===== config.mk =====
export PLATFORM = sky130hd
export DESIGN_NAME = bus_port_fifo
export DESIGN_NICKNAME = d
export VERILOG_FILES = /design/src/rtl/bus_pkg.sv /design/src/rtl/sync_fifo_fwft.sv /design/src/rtl/bus_port_fifo.sv
export SDC_FILE = /design/constraint.sdc
export NUM_CORES = 1
export LEC_CHECK = 0
export ABC_AREA = 0
export BUFFER_PORTS_ARGS = -buffer_cell sky130_fd_sc_hd__buf_2
export CAP_MARGIN = 20
export CORE_UTILIZATION = 59
export DETAILED_ROUTE_END_ITERATION = 12
export MAX_ROUTING_LAYER = met4
export PLACE_DENSITY = 0.77
export SETUP_SLACK_MARGIN = 0.3
export SYNTH_ARGS = -nofsm -noshare
export SYNTH_HDL_FRONTEND = slang
export SYNTH_HIERARCHICAL = 1
export SYNTH_SLANG_ARGS = --single-unit
export TNS_END_PERCENT = 10

===== constraint.sdc =====
create_clock -name clk -period 6.7 [get_ports clk]
set_input_delay 1.005 -clock clk [delete_from_list [all_inputs] [get_ports clk]]
set_output_delay 1.005 -clock clk [all_outputs]
set_load 0.02 [all_outputs]

===== src/rtl/bus_pkg.sv =====
// Shared constants and helper functions for the multi-drop packet bus port.
package bus_pkg;

  // Default destination-ID field width and the matching broadcast ID.
  localparam int              ID_W_DEF      = 8;
  localparam logic [ID_W_DEF-1:0] BROADCAST_DEF = '1;

  // Destination ID sits in the top id_w bits of a pckg_sz-bit packet.
  // The packet is passed zero-extended to 64 bits so one function serves any width.
  function automatic logic [63:0] get_dest_id(input logic [63:0] pkt,
                                              input int          pckg_sz,
                                              input int          id_w);
    logic [63:0] mask;
    mask = (64'd1 << id_w) - 64'd1;
    return (pkt >> (pckg_sz - id_w)) & mask;
  endfunction

  // Add inc (0..2) to a cnt_w-bit counter, clamping at 2^cnt_w-1 instead of wrapping.
  function automatic logic [31:0] sat_inc(input logic [31:0] cnt,
                                          input logic [1:0]  inc,
                                          input int          cnt_w);
    logic [32:0] max_val;
    logic [32:0] sum;
    max_val = (33'd1 << cnt_w) - 33'd1;
    sum     = {1'b0, cnt} + {31'd0, inc};
    return (sum > max_val) ? max_val[31:0] : sum[31:0];
  endfunction

endpackage


===== src/rtl/sync_fifo_fwft.sv =====
// First-word-fall-through synchronous FIFO with occupancy counter.
// Any depth >= 2 is legal: pointers wrap explicitly at DEPTH-1.
module sync_fifo_fwft #(
  parameter int WIDTH = 16,
  parameter int DEPTH = 16
) (
  input  logic             clk,
  input  logic             reset,
  input  logic             wr_en,
  input  logic [WIDTH-1:0] wr_data,
  input  logic             rd_en,
  output logic [WIDTH-1:0] rd_data,
  output logic             full,
  output logic             empty,
  output logic             ovf_pulse,
  output logic             udf_pulse
);

  localparam int PTR_W = (DEPTH > 1) ? $clog2(DEPTH) : 1;
  localparam int OCC_W = $clog2(DEPTH + 1);
  localparam logic [PTR_W-1:0] LAST_IDX = PTR_W'(DEPTH - 1);
  localparam logic [OCC_W-1:0] FULL_OCC = OCC_W'(DEPTH);

  logic [WIDTH-1:0] mem [DEPTH];
  logic [PTR_W-1:0] wr_ptr;
  logic [PTR_W-1:0] rd_ptr;
  logic [OCC_W-1:0] occ;
  logic             do_wr;
  logic             do_rd;

  assign full  = (occ == FULL_OCC);
  assign empty = (occ == '0);

  // A read while full frees the slot the same-edge write lands in.
  assign do_rd     = rd_en && !empty;
  assign do_wr     = wr_en && (!full || rd_en);
  assign ovf_pulse = wr_en && full && !rd_en;
  assign udf_pulse = rd_en && empty;

  // Head is forced to zero while empty so stale storage never leaks out.
  assign rd_data = empty ? '0 : mem[rd_ptr];

  function automatic logic [PTR_W-1:0] next_ptr(input logic [PTR_W-1:0] p);
    return (p == LAST_IDX) ? '0 : p + PTR_W'(1);
  endfunction

  // Storage write port.
  // NOTE: the data array is deliberately not reset; occupancy alone decides
  // validity, and leaving it out keeps the array mappable to plain RAM.
  always_ff @(posedge clk) begin
    if (do_wr) mem[wr_ptr] <= wr_data;
  end

  // Pointer and occupancy update; reset empties the FIFO at that edge.
  always_ff @(posedge clk) begin
    if (reset) begin
      wr_ptr <= '0;
      rd_ptr <= '0;
      occ    <= '0;
    end else begin
      if (do_wr) wr_ptr <= next_ptr(wr_ptr);
      if (do_rd) rd_ptr <= next_ptr(rd_ptr);
      case ({do_wr, do_rd})
        2'b10:   occ <= occ + OCC_W'(1);
        2'b01:   occ <= occ - OCC_W'(1);
        default: ;
      endcase
    end
  end

endmodule


===== src/rtl/bus_port_fifo.sv =====
// Device-side port for the multi-drop packet bus: TX buffer toward the bus,
// ID-filtered RX buffer toward the device, and saturating event counters.
module bus_port_fifo
  import bus_pkg::*;
#(
  parameter int              PCKG_SZ   = 16,
  parameter int              ID_W      = ID_W_DEF,
  parameter logic [ID_W-1:0] BROADCAST = {ID_W{1'b1}},
  parameter int              TX_DEPTH  = 16,
  parameter int              RX_DEPTH  = 16,
  parameter int              CNT_W     = 8
) (
  input  logic               clk,
  input  logic               reset,
  input  logic [ID_W-1:0]    my_id,
  input  logic               promisc,
  input  logic               dev_wr_en,
  input  logic [PCKG_SZ-1:0] dev_wr_data,
  output logic               dev_tx_full,
  output logic               pndng,
  output logic [PCKG_SZ-1:0] D_pop,
  input  logic               pop,
  input  logic               push,
  input  logic [PCKG_SZ-1:0] D_push,
  input  logic               dev_rd_en,
  output logic               dev_rd_valid,
  output logic [PCKG_SZ-1:0] dev_rd_data,
  output logic [CNT_W-1:0]   tx_drop_cnt,
  output logic [CNT_W-1:0]   rx_drop_cnt,
  output logic [CNT_W-1:0]   rx_filt_cnt,
  output logic [CNT_W-1:0]   err_cnt
);

  logic            tx_empty;
  logic            tx_ovf;
  logic            tx_udf;
  logic            rx_full;
  logic            rx_empty;
  logic            rx_ovf;
  logic            rx_udf;
  logic [ID_W-1:0] dest_id;
  logic            rx_accept;
  logic            rx_reject;
  logic [1:0]      err_inc;

  // TX: device writes, bus pops.
  sync_fifo_fwft #(.WIDTH(PCKG_SZ), .DEPTH(TX_DEPTH)) u_tx_fifo (
    .clk       (clk),
    .reset     (reset),
    .wr_en     (dev_wr_en),
    .wr_data   (dev_wr_data),
    .rd_en     (pop),
    .rd_data   (D_pop),
    .full      (dev_tx_full),
    .empty     (tx_empty),
    .ovf_pulse (tx_ovf),
    .udf_pulse (tx_udf)
  );

  assign pndng = !tx_empty;

  // RX address filter: own ID, broadcast, or anything in promiscuous mode.
  assign dest_id   = ID_W'(get_dest_id(64'(D_push), PCKG_SZ, ID_W));
  assign rx_accept = push && (promisc || (dest_id == my_id) || (dest_id == BROADCAST));
  assign rx_reject = push && !rx_accept;

  // RX: bus pushes accepted packets, device reads.
  sync_fifo_fwft #(.WIDTH(PCKG_SZ), .DEPTH(RX_DEPTH)) u_rx_fifo (
    .clk       (clk),
    .reset     (reset),
    .wr_en     (rx_accept),
    .wr_data   (D_push),
    .rd_en     (dev_rd_en),
    .rd_data   (dev_rd_data),
    .full      (rx_full),
    .empty     (rx_empty),
    .ovf_pulse (rx_ovf),
    .udf_pulse (rx_udf)
  );

  assign dev_rd_valid = !rx_empty;

  // Empty-pop on TX and empty-read on RX in one cycle both count.
  assign err_inc = {1'b0, tx_udf} + {1'b0, rx_udf};

  // Saturating event counters; reset has priority so same-cycle events are dropped.
  always_ff @(posedge clk) begin
    if (reset) begin
      tx_drop_cnt <= '0;
      rx_drop_cnt <= '0;
      rx_filt_cnt <= '0;
      err_cnt     <= '0;
    end else begin
      tx_drop_cnt <= CNT_W'(sat_inc(32'(tx_drop_cnt), {1'b0, tx_ovf}, CNT_W));
      rx_drop_cnt <= CNT_W'(sat_inc(32'(rx_drop_cnt), {1'b0, rx_ovf}, CNT_W));
      rx_filt_cnt <= CNT_W'(sat_inc(32'(rx_filt_cnt), {1'b0, rx_reject}, CNT_W));
      err_cnt     <= CNT_W'(sat_inc(32'(err_cnt), err_inc, CNT_W));
    end
  end

endmodule

==> metrics, run 1 <==
row cnt approximately 70; Hold Vio Cnt, Final 0; CTS H-tree depth 2; syn_area_per_cell roughly 19 um^2; M1 WL roughly 18 mm; r2r worst-path depth 9; Rel. slew slack roughly 24%; unrepaired setup endpoints after global routing no; metal3 WL around 3.2 mm; WL per Instance 24.8 um; global-route wire length before repair between 70 and 80 mm; #FFs+latches synth about 580; yosys warns 6; Initial Util 60.1%; Worst setup SP type flop; status finished, final reports clean; area of the die a little over 40,000 um^2; routed vias/inst a little over 6; initial antenna violation count 5; clock latency on the worst-skew pair 0.60 ns; syn nets approximately 1,300; postcts setup bufs 0; die width ~200 um; initial DRC count 1,018; Netlist cell types between 60 and 70; Synth Area in XOR/XNOR 1.20%; clk slew on worst S/H paths about 0.07 ns; Synth Area in Compound Gates roughly 4.5%; met2 wire len 25.3 mm; Final period util about two thirds; Placed Area between 20,000 and 25,000 um^2; final net count 1,430; most frequent cells in the layout edfxtp_1, mux4_2, buf_2; Slew Viols, Final 0; Max clock buf depth 3; Mapped Cells ~1,200; gr ovfl total 0; Total GRT Usage approximately 25%; hpwl dp approximately 27 mm; Mapped Area between 20,000 and 25,000 um^2; largest family of logic cells by synthesized area multiplexers; TNS Setup 0 ns; largest net degree at the start of global routing 69; Seq/Total Area, Yosys roughly 70%; Finished Layout Cells around 1,900; fmax between 0.2 and 0.25 GHz; Post-DRT Antenna Nets 0; TritonCTS clock tree built; mux cell area share after synthesis 14.1%; placed cells roughly 1,800; DR top layer met4; share of flip-flops with an asynchronous set or reset 0%; IO Port Bufs around 110; crit path time final roughly 4.3 ns; post-CTS sizing 0; vias in the first global route between 10,000 and 15,000; Cell Pwr Density ~350 nW/um^2; Worst EP required about 5.7 ns; Routed Wire Length 47.7 mm; drt pass-1 iters 5; CTS Root Cell clkbuf_16; Fin Hold WS roughly 0.51 ns; CP max FO 37; DRC 0; CTS buffer count 55; Layout Skew around 0.018 ns; final setup vio count 0; VDD IR max roughly 0.27 mV; Synth Area in Adders between 1 and 1.5%; area of the core about 39,000 um^2; share of cells above drive strength 1 between 20% and 30%; Post-synth EDFFs 512; Arr. time, crit path between 3 and 4 ns; DR vias about 12,000; ys flop type edfxtp_1; hold path depth 2; commonest non-fill, non-tap cell in the layout edfxtp_1; GP Congestion ~0.8; Critical Path Sink Type output port; MaxCap Viol Count 0; Hold WC Path Type flop to flop; DIE HEIGHT about 200 um; area delta synth->final 12.3%; Post-CTS Hold Buffers 0; cell area after layout 26,100 um^2; Worst Max-Slew Pin Slew 1.14 ns; simple-gate portion of the synthesized area 5.12%; Setup CP Type flop to output port; leakage power approximately 8.5 nW; TritonCTS Sinks approximately 580; IO Pins roughly 110
state kept, by name (all words and copies together), names as in the netlist, named ones only:
| register | cells |
|---|---|
| err_cnt | 8 |
| u_tx_fifo/wr_ptr | 4 |
| u_rx_fifo/rd_ptr | 4 |
| u_tx_fifo/rd_ptr | 4 |
| u_rx_fifo/wr_ptr | 4 |
| rx_filt_cnt | 8 |
| u_rx_fifo/mem | 256 |
| u_tx_fifo/occ | 5 |
| u_tx_fifo/mem | 256 |
| tx_drop_cnt | 8 |
| u_rx_fifo/occ | 5 |
| rx_drop_cnt | 8 |
through the flow:
step | utilization [%] | total power [W] | setup WS (ns)
global placement | 62.6 | 0.00607 | 2.40
floorplan | - | 0.00561 | 3.02
finish | 67.5 | 0.00908 | 2.37
global route | 67.4 | 0.00943 | 2.20
CTS | 67.3 | 0.00913 | 2.32
detailed placement | 62.7 | 0.00611 | 2.29
power breakdown:
| part | leakage, nW | internal (W) | switching (W) |
|---|---|---|---|
| logic | 2.43 | 0.000779 | 0.00101 |
| clock network | 0.882 | 0.00172 | 0.00131 |
| registers | 5.16 | 0.00403 | 0.000234 |
cell families after synthesis:
group,after synthesis
buffers and inverters,92
AND/OR/NAND/NOR,191
flip-flops,578
adder cells (fa/ha/maj),24
AO/OA/AOI/OAI,153
multiplexers,168
XOR/XNOR,32
per-layer routing:
layer,track usage [%],vias to the layer above
li1,-,5282
met1,30.7,6173
met2,41.8,455
met3,4.42,74
met4,7.39,0
met5,-,-
synthesized netlist by cell type (18+ instances only):
library cell,count,area (um^2)
a211oi_1,65,488
a21oi_1,48,240
and2_1,19,119
buf_2,26,130
clkbuf_1,25,93.8
dfxtp_1,66,1320
edfxtp_1,512,15400
ha_1,23,288
inv_1,23,86.3
mux2i_1,38,380
mux4_2,128,2880
nand3_1,18,90.1
nor2_1,31,116
nor2b_1,35,219
xor2_1,24,210
critical path: stages (launching register included):
cell,delay [ns]
dfxtp_4,0.66
buf_4,0.62
mux4_2,0.58
nor2b_1,0.14
a211oi_1,0.37
a211oi_1,0.11
buf_2,0.22
path summary, 6_finish.rpt:
check                             endpoint                              from  slack (ns)
max                         dev_rd_data[8]                              flop        2.37
min                                   flop  u_tx_fifo/rd_ptr[0]$_SDFFE_PP0P_        0.51
max reg2reg  u_tx_fifo/occ[4]$_SDFFE_PP0P_     u_tx_fifo/occ[0]$_SDFFE_PP0P_        3.27
min reg2reg                           flop  u_tx_fifo/rd_ptr[0]$_SDFFE_PP0P_        0.51
cell type report:
cell class / instances / area [um^2]
Inverter: 23 / 86.3
Antenna cell: 6 / 15.0
Clock buffer: 71 / 1550
Timing Repair Buffer: 133 / 758
Fill cell: 2514 / 12600
Clock inverter: 28 / 220
Multi-Input combinational cell: 568 / 6130
Sequential cell: 578 / 16700
Tap cell: 518 / 648
Note: power is estimated with default switching activity, not from simulation.
==> inputs of run 2 (changes only) <==
--- a/config.mk
+++ b/config.mk
@@ -8,10 +8,10 @@
 export ABC_AREA = 0
 export BUFFER_PORTS_ARGS = -buffer_cell sky130_fd_sc_hd__buf_2
 export CAP_MARGIN = 20
-export CORE_UTILIZATION = 59
+export CORE_UTILIZATION = 55
 export DETAILED_ROUTE_END_ITERATION = 12
 export MAX_ROUTING_LAYER = met4
-export PLACE_DENSITY = 0.77
+export PLACE_DENSITY = 0.76
 export SETUP_SLACK_MARGIN = 0.3
 export SYNTH_ARGS = -nofsm -noshare
 export SYNTH_HDL_FRONTEND = slang
==> constraint.sdc (replaced) <==
create_clock -name clk -period 3.5 [get_ports clk]
set_input_delay 0.525 -clock clk [delete_from_list [all_inputs] [get_ports clk]]
set_output_delay 0.525 -clock clk [all_outputs]
set_load 0.02 [all_outputs]
==> run 2 against run 1 <==
Net effect:
- combinational power up 120%
- final area up 2.6%
- core utilization down 2.5 points
- die area rose by 7.2%
- non-clock buffer count increased by 55
- register-to-register slack worse by 2.8 ns
- sequential power up 87%
- setup slack got worse by 2.1 ns
- clock power rose by 99%
- largest power group unchanged
==> metrics, run 2 (synthesis gave the netlist of run 1 again) <==
Final period util approximately 91%; pre-CTS setup slack 0.0686 ns (-2.22 ns); register share of total power 44.5% (-2.4 points); global-route wire length before repair 74.1 mm (+3.5%); CP cell instances buf_16, buf_4, mux4_2, a211oi_1, a211oi_1, buf_2; TNS Setup 0 ns (unchanged); Critical Path Sink Type output port; DRC 0 (unchanged); Clock power frac 33.7% (+0.3 points); area of the die 43,100 um^2 (+7.2%); most frequent cells in the layout edfxtp_1, mux4_2, buf_2; WL per Instance 24.2 um (-2.3%); GR Util met3 4.74% (+0.32 points); P_sw 0.00507 W (+98%); Total GRT Usage 23.6% (-1.1 points); worst reg-to-reg setup slack 0.46 ns (-2.81 ns); cell area after layout 26,800 um^2 (+2.6%); Arr. time, crit path 2.66 ns (-0.67 ns); crit path max-delay cell type mux4_2; VDD IR max 0.511 mV (+92%); Rel. slew slack 23.3% (-0.68 points); fill count 2,745 (+9.2%); TritonCTS Sinks 578 (unchanged); most frequent CP cell a211oi_1; gr busiest metal met2; hpwl dp 28.3 mm (+4.1%); largest net degree at the start of global routing 49 (-29%); CP max stage delay 0.52 ns (-0.14 ns); IO Pins 114 (unchanged); drt pass-1 iters 7 (+2); Post-DRT Antenna Nets 0 (unchanged); Hold Vio Cnt, Final 0 (unchanged); Multi-input gate area 6130 um^2 (about the same); Max clock buf depth 3 (unchanged); TritonCTS clock tree built; crit path buf inv count 3 (+1); CTS buffer count 56 (+1.8%); Net Sw Frac 28.3% (+0.19 points); GP Congestion 0.801 (-0.87%); initial DRC count 1,035 (+1.7%); placed cells 1,876 (+3.2%); Worst EP required 2.97 ns (-2.72 ns); Crit path max-delay family buffers and inverters; DR vias 12,200 (+1.7%); Worst Max-Slew Pin Slew 1.15 ns (+0.0102 ns); clk slew on worst S/H paths 0.06 ns (about the same); commonest non-fill, non-tap cell in the layout edfxtp_1; crit path time final 3.19 ns; Layout Skew 0.0515 ns (+0.0336 ns); status finished, final reports clean; Placed Area 24,800 um^2 (+1.9%); vias in the first global route 12,600 (+4.6%); IO Port Bufs 113 (unchanged); CTS Root Cell clkbuf_16; DIE HEIGHT 208 um (+3.5%); Finished Layout Cells 2,000 (+3.9%); Comb pwr share 21.8% (+2.1 points); Routed Wire Length 48.4 mm (+1.5%); Setup CP Type flop to output port; CTS H-tree depth 2 (unchanged); final net count 1,486 (+3.9%); leakage power 8.80 nW (+3.9%); Post-CTS Hold Buffers 0 (unchanged); unrepaired setup endpoints after global routing yes; area of the core 41,300 um^2 (+6.6%); Reg area 16,700 um^2 (unchanged); Final Power 0.0179 W (+97%); initial antenna violation count 6 (+1); die width 208 um (+3.5%); share of cells above drive strength 1 30.5% (+2.5 points); area delta synth->final 15.2%; clock latency on the worst-skew pair 0.65 ns (+0.05 ns); GRT met2 Usage 38.7% (-3.1 points); row cnt 74 (+2.8%); Initial Util 56.4% (-3.7 points); Hold WC Path Type input pin to flop; worst setup margin 0.311 ns (-2.05 ns); routed vias/inst 6.10 (-2.1%); final setup vio count 0 (unchanged); Cell Pwr Density 667 nW/um^2 (+92%); Worst setup SP type flop; Slew Viols, Final 0 (unchanged); CP max FO 15 (-59%); gr ovfl total 0 (unchanged); fmax 0.314 GHz; met1 GRT Util 30.0% (-0.74 points); MaxCap Viol Count 0 (unchanged); Int Pwr 0.0128 W (+96%); biggest regs u_rx_fifo/mem: 256 flops, u_tx_fifo/mem: 256 flops
## run 2: final timing paths
path | startpoint | end | depth (start not counted)
max | flop | D_pop[1] | 6
min | dev_wr_data[9] | u_tx_fifo/mem[12][9]$_DFFE_PP_ | 1
max reg2reg | u_tx_fifo/occ[0]$_SDFFE_PP0P_ | u_tx_fifo/occ[4]$_SDFFE_PP0P_ | 10
min reg2reg | u_tx_fifo/rd_ptr[0]$_SDFFE_PP0P_ | flop | 2
## run 2: worst register-to-register path, stage by stage, from the launching register on
cell and delay, ns:
dfxtp_1 0.36, or4_4 0.62, o21ai_2 0.30, inv_1 0.13, ha_1 0.30, xor2_1 0.18, ha_1 0.21, a21oi_2 0.19
a32oi_1 0.15, or4_1 0.41, o311ai_0 0.09
## run 2: power by group through the flow
stage | clock network, W | registers (W) | logic [W]
2_1_floorplan | 0 | 0.00794 | 0.00279
3_3_place_gp | 0 | 0.00818 | 0.00359
3_5_place_dp | 0 | 0.00820 | 0.00366
4_1_cts | 0.00615 | 0.00796 | 0.00392
5_1_grt | 0.00640 | 0.00799 | 0.00418
6_report | 0.00603 | 0.00796 | 0.00390
## run 2: area by class of cell
class | instances | area share (%)
Clock inverter | 40 | 1.61
Antenna cell | 6 | 0.0560
Sequential cell | 578 | 62.3
Clock buffer | 65 | 5.39
Timing Repair Buffer | 188 | 4.91
Tap cell | 532 | 2.48
Inverter | 23 | 0.322
Multi-Input combinational cell | 568 | 22.9
## run 2: what timing repair did
action                                  4_1_cts  5_1_grt
endpoints found under the setup margin       26       17
resized for setup                             3        1
gates cloned                                  1        0
setup buffers                                12        0
## run 2: per-layer routing
layer	routed length (um)	up-vias
li1	-	5396
met1	19600	6300
met2	24600	385
met3	2960	109
met4	1220	0
met5	0	-
## run 2: metrics by stage
stage          hold WS [ns]  utilization [%]
6_report              0.254             64.9
5_1_grt               0.236             64.9
4_1_cts               0.220             64.9
3_5_place_dp          0.499             59.9
3_3_place_gp          0.485             59.9
2_1_floorplan         0.472                -
